[src/rtl/wb_commit_pkg.sv]
// Shared types for the writeback commit stage: register address/word types,
// the writeback source enum and the registered write-port bundle.
package wb_commit_pkg;

    localparam int XLEN  = 64;
    localparam int NREGS = 32;

    typedef logic [4:0]      creg_addr_t;
    typedef logic [XLEN-1:0] word_t;

    // Identifies which producer owns the write port in a given cycle.
    typedef enum logic [1:0] {
        WB_NONE,
        WB_ALU,
        WB_MEM,
        WB_MDU
    } wb_src_e;

    typedef struct packed {
        logic       wvalid;
        creg_addr_t wa;
        word_t      wd;
    } wb_write_t;

    // One-hot register mask; x0 never produces a bit.
    function automatic logic [NREGS-1:0] reg_onehot(input logic en, input creg_addr_t rd);
        logic [NREGS-1:0] mask;
        mask = '0;
        if (en && (rd != '0)) begin
            mask[rd] = 1'b1;
        end
        return mask;
    endfunction

endpackage

[src/rtl/wb_prio_arb.sv]
// Writeback arbiter: picks one of ALU/MEM/MDU per cycle, with aging counters
// that promote a long-waiting MEM or MDU result above the ALU.
module wb_prio_arb
    import wb_commit_pkg::*;
#(
    parameter int STARVE_LIMIT = 4,
    localparam int WAIT_W = $clog2(STARVE_LIMIT + 1)
) (
    input  logic    clk,
    input  logic    reset,
    input  logic    alu_valid,
    input  logic    mem_valid,
    input  logic    mdu_valid,
    output wb_src_e src
);

    localparam logic [WAIT_W-1:0] LIMIT = WAIT_W'(STARVE_LIMIT);

    // Index 0 tracks MEM, index 1 tracks MDU.
    logic [1:0]             aged_valid;
    logic [1:0]             aged_grant;
    logic [1:0][WAIT_W-1:0] waits;

    assign aged_valid = {mdu_valid, mem_valid};
    assign aged_grant = {src == WB_MDU, src == WB_MEM};

    generate
        for (genvar gi = 0; gi < 2; gi++) begin : g_wait
            logic [WAIT_W-1:0] wait_reg;
            logic [WAIT_W-1:0] wait_next;

            always_comb begin
                wait_next = '0;
                if (aged_valid[gi] && !aged_grant[gi]) begin
                    wait_next = (wait_reg == LIMIT) ? LIMIT : wait_reg + WAIT_W'(1);
                end
            end

            always_ff @(posedge clk) begin
                if (reset) begin
                    wait_reg <= '0;
                end else begin
                    wait_reg <= wait_next;
                end
            end

            assign waits[gi] = wait_reg;
        end
    endgenerate

    // Starved MDU beats starved MEM; MEM stays starved and wins next.
    always_comb begin
        src = WB_NONE;
        if (mdu_valid && (waits[1] == LIMIT)) begin
            src = WB_MDU;
        end else if (mem_valid && (waits[0] == LIMIT)) begin
            src = WB_MEM;
        end else if (alu_valid) begin
            src = WB_ALU;
        end else if (mem_valid) begin
            src = WB_MEM;
        end else if (mdu_valid) begin
            src = WB_MDU;
        end
    end

endmodule

[src/rtl/wb_commit.sv]
// Writeback commit stage: arbitrates producer results onto the register file
// write port, tracks registers owed long-latency results and counts commits.
module wb_commit
    import wb_commit_pkg::*;
#(
    parameter int STARVE_LIMIT = 4,
    parameter int CNT_W        = 64
) (
    input  logic             clk,
    input  logic             reset,
    input  logic             alu_valid,
    output logic             alu_ready,
    input  creg_addr_t       alu_rd,
    input  word_t            alu_data,
    input  logic             mem_valid,
    output logic             mem_ready,
    input  creg_addr_t       mem_rd,
    input  word_t            mem_data,
    input  logic             mdu_valid,
    output logic             mdu_ready,
    input  creg_addr_t       mdu_rd,
    input  word_t            mdu_data,
    input  logic             issue_valid,
    input  creg_addr_t       issue_rd,
    output logic             wvalid,
    output creg_addr_t       wa,
    output word_t            wd,
    output logic [NREGS-1:0] pending,
    output logic [CNT_W-1:0] commit_cnt
);

    wb_src_e src;

    wb_prio_arb #(
        .STARVE_LIMIT(STARVE_LIMIT)
    ) u_arb (
        .clk      (clk),
        .reset    (reset),
        .alu_valid(alu_valid),
        .mem_valid(mem_valid),
        .mdu_valid(mdu_valid),
        .src      (src)
    );

    assign alu_ready = (src == WB_ALU) && !reset;
    assign mem_ready = (src == WB_MEM) && !reset;
    assign mdu_ready = (src == WB_MDU) && !reset;

    logic xfer_alu, xfer_mem, xfer_mdu, any_xfer;

    assign xfer_alu = alu_valid && alu_ready;
    assign xfer_mem = mem_valid && mem_ready;
    assign xfer_mdu = mdu_valid && mdu_ready;
    assign any_xfer = xfer_alu || xfer_mem || xfer_mdu;

    creg_addr_t sel_rd;
    word_t      sel_data;
    wb_write_t  wb_reg, wb_next;

    always_comb begin
        sel_rd   = '0;
        sel_data = '0;
        case (src)
            WB_ALU: begin
                sel_rd   = alu_rd;
                sel_data = alu_data;
            end
            WB_MEM: begin
                sel_rd   = mem_rd;
                sel_data = mem_data;
            end
            WB_MDU: begin
                sel_rd   = mdu_rd;
                sel_data = mdu_data;
            end
            default: ;
        endcase

        // wa/wd hold between transfers; only the strobe drops.
        wb_next        = wb_reg;
        wb_next.wvalid = 1'b0;
        if (any_xfer) begin
            wb_next.wvalid = (sel_rd != '0);
            wb_next.wa     = sel_rd;
            wb_next.wd     = sel_data;
        end
    end

    always_ff @(posedge clk) begin
        if (reset) begin
            wb_reg <= '0;
        end else begin
            wb_reg <= wb_next;
        end
    end

    assign wvalid = wb_reg.wvalid;
    assign wa     = wb_reg.wa;
    assign wd     = wb_reg.wd;

    logic [NREGS-1:0] set_mask, clr_mask;
    logic [NREGS-1:0] pending_reg, pending_next;

    assign set_mask = reg_onehot(issue_valid, issue_rd);
    assign clr_mask = reg_onehot(xfer_mem, mem_rd) | reg_onehot(xfer_mdu, mdu_rd);

    // A same-cycle issue to the register being retired re-owns it.
    generate
        for (genvar gi = 0; gi < NREGS; gi++) begin : g_pend
            if (gi == 0) begin : g_x0
                assign pending_next[gi] = 1'b0;
            end else begin : g_xn
                assign pending_next[gi] = set_mask[gi] | (pending_reg[gi] & ~clr_mask[gi]);
            end
        end
    endgenerate

    always_ff @(posedge clk) begin
        if (reset) begin
            pending_reg <= '0;
        end else begin
            pending_reg <= pending_next;
        end
    end

    assign pending = pending_reg;

    logic [CNT_W-1:0] commit_cnt_reg;

    always_ff @(posedge clk) begin
        if (reset) begin
            commit_cnt_reg <= '0;
        end else if (any_xfer) begin
            commit_cnt_reg <= commit_cnt_reg + CNT_W'(1);
        end
    end

    assign commit_cnt = commit_cnt_reg;

endmodule

[config.mk]
export PLATFORM = sky130hd
export DESIGN_NAME = wb_commit
export DESIGN_NICKNAME = d
export VERILOG_FILES = /design/src/rtl/wb_commit_pkg.sv /design/src/rtl/wb_prio_arb.sv /design/src/rtl/wb_commit.sv
export SDC_FILE = /design/constraint.sdc
export NUM_CORES = 1
export LEC_CHECK = 0
export CAP_MARGIN = 30
export CORE_ASPECT_RATIO = 0.75
export CORE_MARGIN = 5
export CORE_UTILIZATION = 43
export DETAILED_ROUTE_END_ITERATION = 10
export PLACE_DENSITY = 0.83
export SLEW_MARGIN = 10
export SYNTH_ARGS = -nofsm -noshare
export SYNTH_HDL_FRONTEND = slang
export SYNTH_HIERARCHICAL = 1
export SYNTH_SLANG_ARGS = --single-unit
export TNS_END_PERCENT = 1
[constraint.sdc]
create_clock -name clk -period 3.7 [get_ports clk]
set_clock_uncertainty 0.1 [all_clocks]
set_input_delay 0.74 -clock clk [delete_from_list [all_inputs] [get_ports clk]]
set_output_delay 0.74 -clock clk [all_outputs]
set_load 0.02 [all_outputs]
==> impl_metrics.ini, run 1 <==
[timing]
fin_crit_ps = 3590
final.setup.worst_slack_ps = 115
setup_viol = 0
fmax_mhz = 279
grt_setup_unrepaired = no
finalMaxSlewViolations = 0
period_share = 0.969
hold_viol_final = 0
fin_tns_setup_ps = 0
tightest_slew_ps = 800
relSlewSlack = 0.467

[routing]
firstDrtPassIters = 6
first_iter_violations = 1076
wl_per_cell_um = 19.9
antenna_left = 0
dr_total_vias = 9825
wl_mm = 34.1
drcViolationCount = 0
avgViaCountPerCell = 5.73

[synth]
synthesis.instances = 1083
syn_area_um2 = 8840
ys_types = 62
avgSynthCellArea_um2 = 8.16
netlist.area_leader.share = 0.387
yosysWarnings = 6
synth-seq-area-share = 0.387
synth_most_common_cell = nor2_1
ys_ff_latch = 171
synthFlopType = dfxtp_1
async_flop_share = 0
synth_edf_count = 0
synth_top_cell_by_area = dfxtp_1
synthTopCellsByCount = nor2_1, dfxtp_1, a21oi_1
ys_top_cells_by_area = dfxtp_1, nor2_1, mux2i_1
syn_nets = 1306

[setup_path]
slowest_stage = clkdlybuf4s50_1
start_kind = input pin
cp_common_cell = clkdlybuf4s50_1
path_cells = clkdlybuf4s50_1 -> nor2b_1 -> o2bb2ai_1 -> nand2_1 -> buf_4 -> nor2b_4 -> and2_1 -> clkdlybuf4s50_1
slowest_delay_ps = 630
timing.critical_path.arrival_ps = 2750
cp_max_fo = 4
crit_path_end_kind = output pin
crit_type = input pin to output pin
required_ps = 2860

[floorplanning]
rows = 45
start_util = 0.437
core_um2 = 20200
die_area_um2 = 23600
fp.dieH_um = 134
die_w_um = 176
ioPinCount = 387

[global_route]
grt_pass1_vias = 9238
overflow = 0
antenna_found_initial = 1
grt_pass1_wl_mm = 50.9
grt_max_degree = 70
track_usage = 0.272

[clock_network]
clockBufferDepth = 2
h-tree-depth = 4
clock_latency_ps = 430
numCtsBuffers = 17
cts_hold_buf = 0
cts.sink_count = 171
clkTransAtPathRegs_ps = 70
cts_tree = yes
clock-root-buffer = clkbuf_16

[power_and_ir_drop]
p_total_uw = 4680
leakage_uw = 0.00486
ir_worst_vdd_mv = 0.262
powerDensity_nw_per_um2 = 342

[place]
portBuffers = 385
gp_congestion = 0.905
preCtsSetupSlack_ps = -160
hpwlAfterDp_mm = 25.9

[run]
maxCapViolCount = 0

[finish]
fill_cells = 1653
final_nets = 1666
area_growth_pct = 54.5
drive_above_1_share = 0.113

[hold_path]
hold_path_class = register to register

[run_status]
outcome = complete, no violations
layout make-up:
type,count,area (um^2),area share
multi-input combinational,784,4960,0.364
inverter,48,180,0.0132
tap,258,323,0.0236
clock buffer,18,429,0.0314
timing repair buffer,421,4190,0.307
sequential,171,3420,0.251
antenna,1,2.50,0.000183
clock inverter,14,148,0.0108
cell usage in the layout, fill, tap and decap left out, drive strengths merged, types with 10 or more instances in the layout:
master	Yosys	routed
a21oi	94	94
a31o	65	65
buf	17	37
clkbuf	63	18
clkdlybuf4s50	0	383
dfxtp	171	171
inv	48	54
mux2	10	10
mux2i	63	63
nand2	46	46
nand3	34	34
nand4	26	26
nor2	188	188
nor2b	10	10
nor3	10	10
nor4	16	16
o21ai	16	16
o22ai	31	31
o31ai	13	13
o32ai	31	31
or3	20	20
or4	16	16
xnor2	19	19
xor2	11	11
power breakdown:
part           total [uW]  switching [uW]  internal [uW]
Combinational         964             456            508
Sequential           1950            40.5           1910
Clock                1760             863            900
Total                4680            1360           3320
cell families (layout without fill, tap and decap cells):
logic type | Yosys count | in the layout | synth area share
DFF | 171 | 171 | 0.387
other | 1 | 2 | 0.000424
and+or+nand+nor | 403 | 403 | 0.225
xor gates and xnor gates | 30 | 30 | 0.0297
muxes | 73 | 73 | 0.0841
adders and majority gates | 5 | 5 | 0.00708
buffers and inverters | 128 | 501 | 0.0554
AOI/OAI and AO/OA | 272 | 272 | 0.211
metal layers:
metal | GRT usage | share of wire
met1 | 0.346 | 0.41
met2 | 0.452 | 0.48
met3 | 0.0600 | 0.076
met4 | 0.106 | 0.037
met5 | 0 | 0
critical path, delay by kind of cell:
family          cells  cell delay, ps
buf+inv             3            1300
simple gates        4             560
compound gates      1             140
worst paths after layout:
path	from	endpoint	slack, ps	depth (start not counted)
hold / removal	u_arb/g_wait[1].wait_reg[0]	u_arb/g_wait[1].wait_reg[0]	360	1
hold reg to reg	u_arb/g_wait[1].wait_reg[0]	u_arb/g_wait[1].wait_reg[0]	360	1
setup reg to reg	u_arb/g_wait[0].wait_reg[0]	commit_cnt[32]	450	10
setup / recovery	mdu_valid	alu_ready	110	8
through the flow:
stage	hold WS (ps)	std cells	util	area (um^2)
2_1_floorplan	317	1083	-	8840
3_3_place_gp	332	1682	0.647	13100
3_5_place_dp	359	1682	0.647	13100
4_1_cts	369	1714	0.675	13600
5_1_grt	394	1715	0.676	13700
6_report	364	1715	0.676	13700
timing repair:
item                       CTS  global route
setup buffers                0             0
cloned                       0             0
gates resized for setup      1             2
setup endpoints to repair    2             2
pin swaps                    0             1
Power figures use the tool's default switching activity.
==> run 2, diff against run 1 <==
REMOVE_ABC_BUFFERS = 1   (was default)
==> impl_metrics.ini, run 2 (synthesized netlist as in run 1, its figures left out) <==
[place]
preCtsSetupSlack_ps = -25.6
hpwlAfterDp_mm = 24.2
gp_congestion = 0.909
portBuffers = 385

[routing]
avgViaCountPerCell = 5.65
wl_met2_mm = 15.7
dr_total_vias = 9653
wl_mm = 32.3
drcViolationCount = 0
dr_wl_met3_mm = 3.10
first_iter_violations = 761
antenna_left = 0
wl_met1_mm = 12.7
routed.top_layer = met5
firstDrtPassIters = 9
wl_per_cell_um = 18.9

[clock_network]
numCtsBuffers = 17
clockBufferDepth = 2
clkTransAtPathRegs_ps = 70
cts_resized = 0
cts.sink_count = 171
h-tree-depth = 4
cts_hold_buf = 0
cts_setup_buffers = 0
cts_tree = yes
clock-root-buffer = clkbuf_16
clock_latency_ps = 440

[power_and_ir_drop]
p_total_uw = 4650
ir_worst_vdd_mv = 0.273
powerDensity_nw_per_um2 = 342
leakage_uw = 0.00486

[floorplanning]
rows = 45
start_util = 0.437
core_um2 = 20200
ioPinCount = 387
die_area_um2 = 23600
die_w_um = 176
fp.dieH_um = 134

[timing]
hold_ws_ps = 362
grt_setup_unrepaired = no
fin_crit_ps = 3290
fin_tns_setup_ps = 0
hold_viol_final = 0
final.setup.worst_slack_ps = 409
period_share = 0.889
tightest_slew_ps = 816
relSlewSlack = 0.456
finalMaxSlewViolations = 0
fmax_mhz = 304
setup_viol = 0

[finish]
final_cell_mix = clkdlybuf4s50_1, nor2_1, dfxtp_1
area_growth_pct = 53.9
final_common_cell = clkdlybuf4s50_1
drive_above_1_share = 0.108
final_nets = 1659

[global_route]
overflow = 0
track_usage = 0.261
grt_pass1_wl_mm = 49.6
grt_max_degree = 73
grt_pass1_vias = 9158
antenna_found_initial = 6

[setup_path]
cp_max_fo = 6
crit_path_end_kind = register
crit_type = input pin to register
timing.critical_path.arrival_ps = 3510
start_kind = input pin
required_ps = 3920

[run]
maxCapViolCount = 0

[hold_path]
hold_path_class = register to register

[run_status]
outcome = complete, no violations
## run 2: layout make-up
cell class	count	area [um^2]
diodes	4	10.0
clock buffers	17	425
clock inverters	14	149
fillers	1622	6610
inverters	48	180
multi-input cells	784	4960
flip-flops and latches	171	3420
well taps	258	323
repair buffers	414	4130
## run 2: worst paths after layout
kind	slack, ps	depth (start not counted)	start	end
min reg2reg	360	1	u_arb/g_wait[1].wait_reg[0]	u_arb/g_wait[1].wait_reg[0]
max reg2reg	440	12	u_arb/g_wait[0].wait_reg[0]	commit_cnt[32]
min	360	1	u_arb/g_wait[1].wait_reg[0]	u_arb/g_wait[1].wait_reg[0]
max	410	10	alu_valid	commit_cnt[32]
## run 2: critical path: stages
cell and delay (ps):
clkdlybuf4s50_1 550, a21boi_0 170, o21ai_4 270, nor4bb_1 230
buf_4 180, a22oi_1 90, buf_4 150, or4b_1 590
nor3_1 180, mux2_2 350
## run 2: through the flow
stage                util  cells  cell area [um^2]
finish              0.673   1710             13600
global route        0.673   1710             13600
floorplan               -   1003              8530
detailed placement  0.643   1675             13000
CTS                 0.672   1706             13600
global placement    0.643   1675             13000
## run 2: power by group
| group | internal, uW | switching (uW) |
|---|---|---|
| clock | 900 | 874 |
| sequential | 1910 | 38.0 |
| combinational | 497 | 437 |
| total | 3300 | 1350 |
## run 2: metal layers
layer / vias up / GRT usage
met5: - / 0
met4: 4 / 0.0848
met3: 53 / 0.0975
met2: 385 / 0.438
met1: 4555 / 0.312
li1: 4656 / -
==> run 3, diff against run 2 <==
ABC_AREA = 1   (was default)
CORE_UTILIZATION = 44   (was 43)
==> impl_metrics.ini, run 3 <==
[routing]
wl_per_cell_um = 17.0
firstDrtPassIters = 6
antenna_left = 0
wl_mm = 37.5
dr_total_vias = 11500
avgViaCountPerCell = 5.18
drcViolationCount = 0
first_iter_violations = 1271

[clock_network]
clock_latency_ps = 430
cts_resized = 0
clkTransAtPathRegs_ps = 70
cts_hold_buf = 0
clockBufferDepth = 2
cts_setup_buffers = 0
clock-root-buffer = clkbuf_16
cts.sink_count = 171
numCtsBuffers = 17
h-tree-depth = 4
cts_tree = yes

[finish]
final_cell_mix = nand2_1, clkdlybuf4s50_1, nor2_1
design_area_um2 = 14100
final_nets = 2130
area_growth_pct = 50.3
postLayoutCoreUtil = 0.671
final_common_cell = nand2_1
drive_above_1_share = 0.0365

[timing]
fin_crit_ps = 3510
setup_viol = 0
finalMaxSlewViolations = 0
grt_setup_unrepaired = no
fmax_mhz = 285
relSlewSlack = 0.476
period_share = 0.948
fin_tns_setup_ps = 0
final.setup.worst_slack_ps = 192
hold_viol_final = 0
tightest_slew_ps = 783

[power_and_ir_drop]
p_total_uw = 4770
ir_worst_vdd_mv = 0.330
combPwrFrac = 0.187
p_clk_frac = 0.403
netSwitchingPower_uw = 1340
p_int_uw = 3430
powerDensity_nw_per_um2 = 337
swShare = 0.280
leakage_uw = 0.00533
seqPwrFrac = 0.410

[synth]
synth_most_common_cell = nand2_1
synth_top_cell_by_area = dfxtp_1
ys_types = 33
ys_top_cells_by_area = dfxtp_1, nand2_1, nand3_1
async_flop_share = 0
ys_ff_latch = 171
synth-seq-area-share = 0.364
netlist.area_leader.share = 0.364
synthesis.instances = 1547
yosysWarnings = 6
synthTopCellsByCount = nand2_1, nor2_1, dfxtp_1
syn_area_um2 = 9400
synth_edf_count = 0
synthFlopType = dfxtp_1
avgSynthCellArea_um2 = 6.08

[setup_path]
r2r-start = u_arb/g_wait[1].wait_reg[0]
critPathTopFamily = buffers and inverters
r2r_cells = 12
crit_end = mdu_ready
path_cells = clkdlybuf4s50_1 -> inv_1 -> nand2_1 -> nand2_1 -> nand2_1 -> nand2_1 -> nand2_2 -> nor2_2 -> clkdlybuf4s50_1
required_ps = 2860
cp_num_buf_inv = 3
cp_max_fo = 6
start_kind = input pin
cp.depth = 9
crit_type = input pin to output pin
slowest_stage = clkdlybuf4s50_1
reg2reg_to = wd[41]
timing.critical_path.arrival_ps = 2670
rrSetupSlack_ps = 990
crit_path_end_kind = output pin
critPathLaunch = mem_valid
cp_common_cell = nand2_1
slowest_delay_ps = 630

[global_route]
track_usage = 0.301
overflow = 0
grt_pass1_vias = 10800
grt_max_degree = 70
grt_pass1_wl_mm = 57.8
antenna_found_initial = 5

[floorplanning]
core_um2 = 21100
ioPinCount = 387
rows = 46
fp.dieH_um = 137
start_util = 0.446
die_w_um = 179
die_area_um2 = 24400

[place]
preCtsSetupSlack_ps = 194
hpwlAfterDp_mm = 29.2
gp_congestion = 0.932
portBuffers = 385
postPlaceCellArea_um2 = 13500

[run]
maxCapViolCount = 0

[run_status]
outcome = complete, no violations

[hold_path]
hold_path_class = register to register
run 3: changes by cell type in the layout (fill, tap and decap cells not counted), moves of 13 or more:
cell,before,now
nand2_1,46,550
nand3_1,34,157
o21ai_0,15,85
inv_1,46,115
a31o_2,65,0
mux2i_1,63,0
o32ai_1,31,0
o22ai_1,31,3
or3_1,19,0
or4_1,15,0
a21oi_1,93,107
nor4_1,14,0
xnor2_1,19,5
o31ai_1,13,0
run 3: metrics by stage:
stage | hold slack, ps | instances
2_1_floorplan | 317 | 1487
3_3_place_gp | 328 | 2176
3_5_place_dp | 335 | 2176
4_1_cts | 347 | 2208
5_1_grt | 370 | 2211
6_report | 344 | 2211
run 3: worst min path at each step:
stage	cells past startpoint	end	from
after floorplan	1	u_arb/g_wait[1].wait_reg[0]	u_arb/g_wait[1].wait_reg[0]
after global placement	1	u_arb/g_wait[0].wait_reg[0]	u_arb/g_wait[0].wait_reg[0]
after detailed placement	1	u_arb/g_wait[0].wait_reg[0]	u_arb/g_wait[0].wait_reg[0]
after CTS	1	u_arb/g_wait[0].wait_reg[0]	u_arb/g_wait[0].wait_reg[0]
after global routing	1	u_arb/g_wait[0].wait_reg[0]	u_arb/g_wait[0].wait_reg[0]
final	1	u_arb/g_wait[0].wait_reg[0]	u_arb/g_wait[0].wait_reg[0]
run 3: layer usage:
| metal | track usage | vias up | share of wire |
|---|---|---|---|
| met2 | 0.468 | 554 | 0.45 |
| met4 | 0.118 | 4 | 0.040 |
| met5 | 0 | - | 0.00072 |
| met1 | 0.397 | 5120 | 0.42 |
| li1 | - | 5687 | - |
| met3 | 0.0856 | 93 | 0.094 |
run 3: kinds of logic (layout without fill, tap and decap cells):
group,after synthesis,after routing,share of synthesized area
AOI/OAI and AO/OA,211,211,0.116
xor gates and xnor gates,7,7,0.00652
adders and majority gates,5,5,0.00666
buffers and inverters,179,552,0.0769
DFF,171,171,0.364
other,1,4,0.000399
and+or+nand+nor,973,973,0.429
run 3: worst register-to-register path, cell delays in order, from the launching register on:
cell,delay [ps]
dfxtp_1,350
inv_1,50
ha_1,220
nand3_1,140
nand3_1,230
inv_1,190
nor2_4,40
nand3_1,220
inv_2,100
nor2_4,420
buf_4,360
nand3_1,120
o21ai_0,110
run 3: power groups by stage:
stage / Combinational, uW / Sequential, uW / Clock [uW]
after detailed placement: 885 / 2000 / 0
after global routing: 955 / 1960 / 2030
after CTS: 889 / 1950 / 1950
after floorplan: 263 / 2080 / 0
final: 892 / 1960 / 1920
after global placement: 876 / 1990 / 0
run 3: final cells by class:
class / count / area (um^2)
Inverter: 119 / 448
Fill cell: 1913 / 6930
Timing Repair Buffer: 401 / 4010
Clock buffer: 18 / 429
Tap cell: 288 / 360
Clock inverter: 14 / 184
Sequential cell: 171 / 3420
Multi-Input combinational cell: 1197 / 5270
Antenna cell: 3 / 7.51
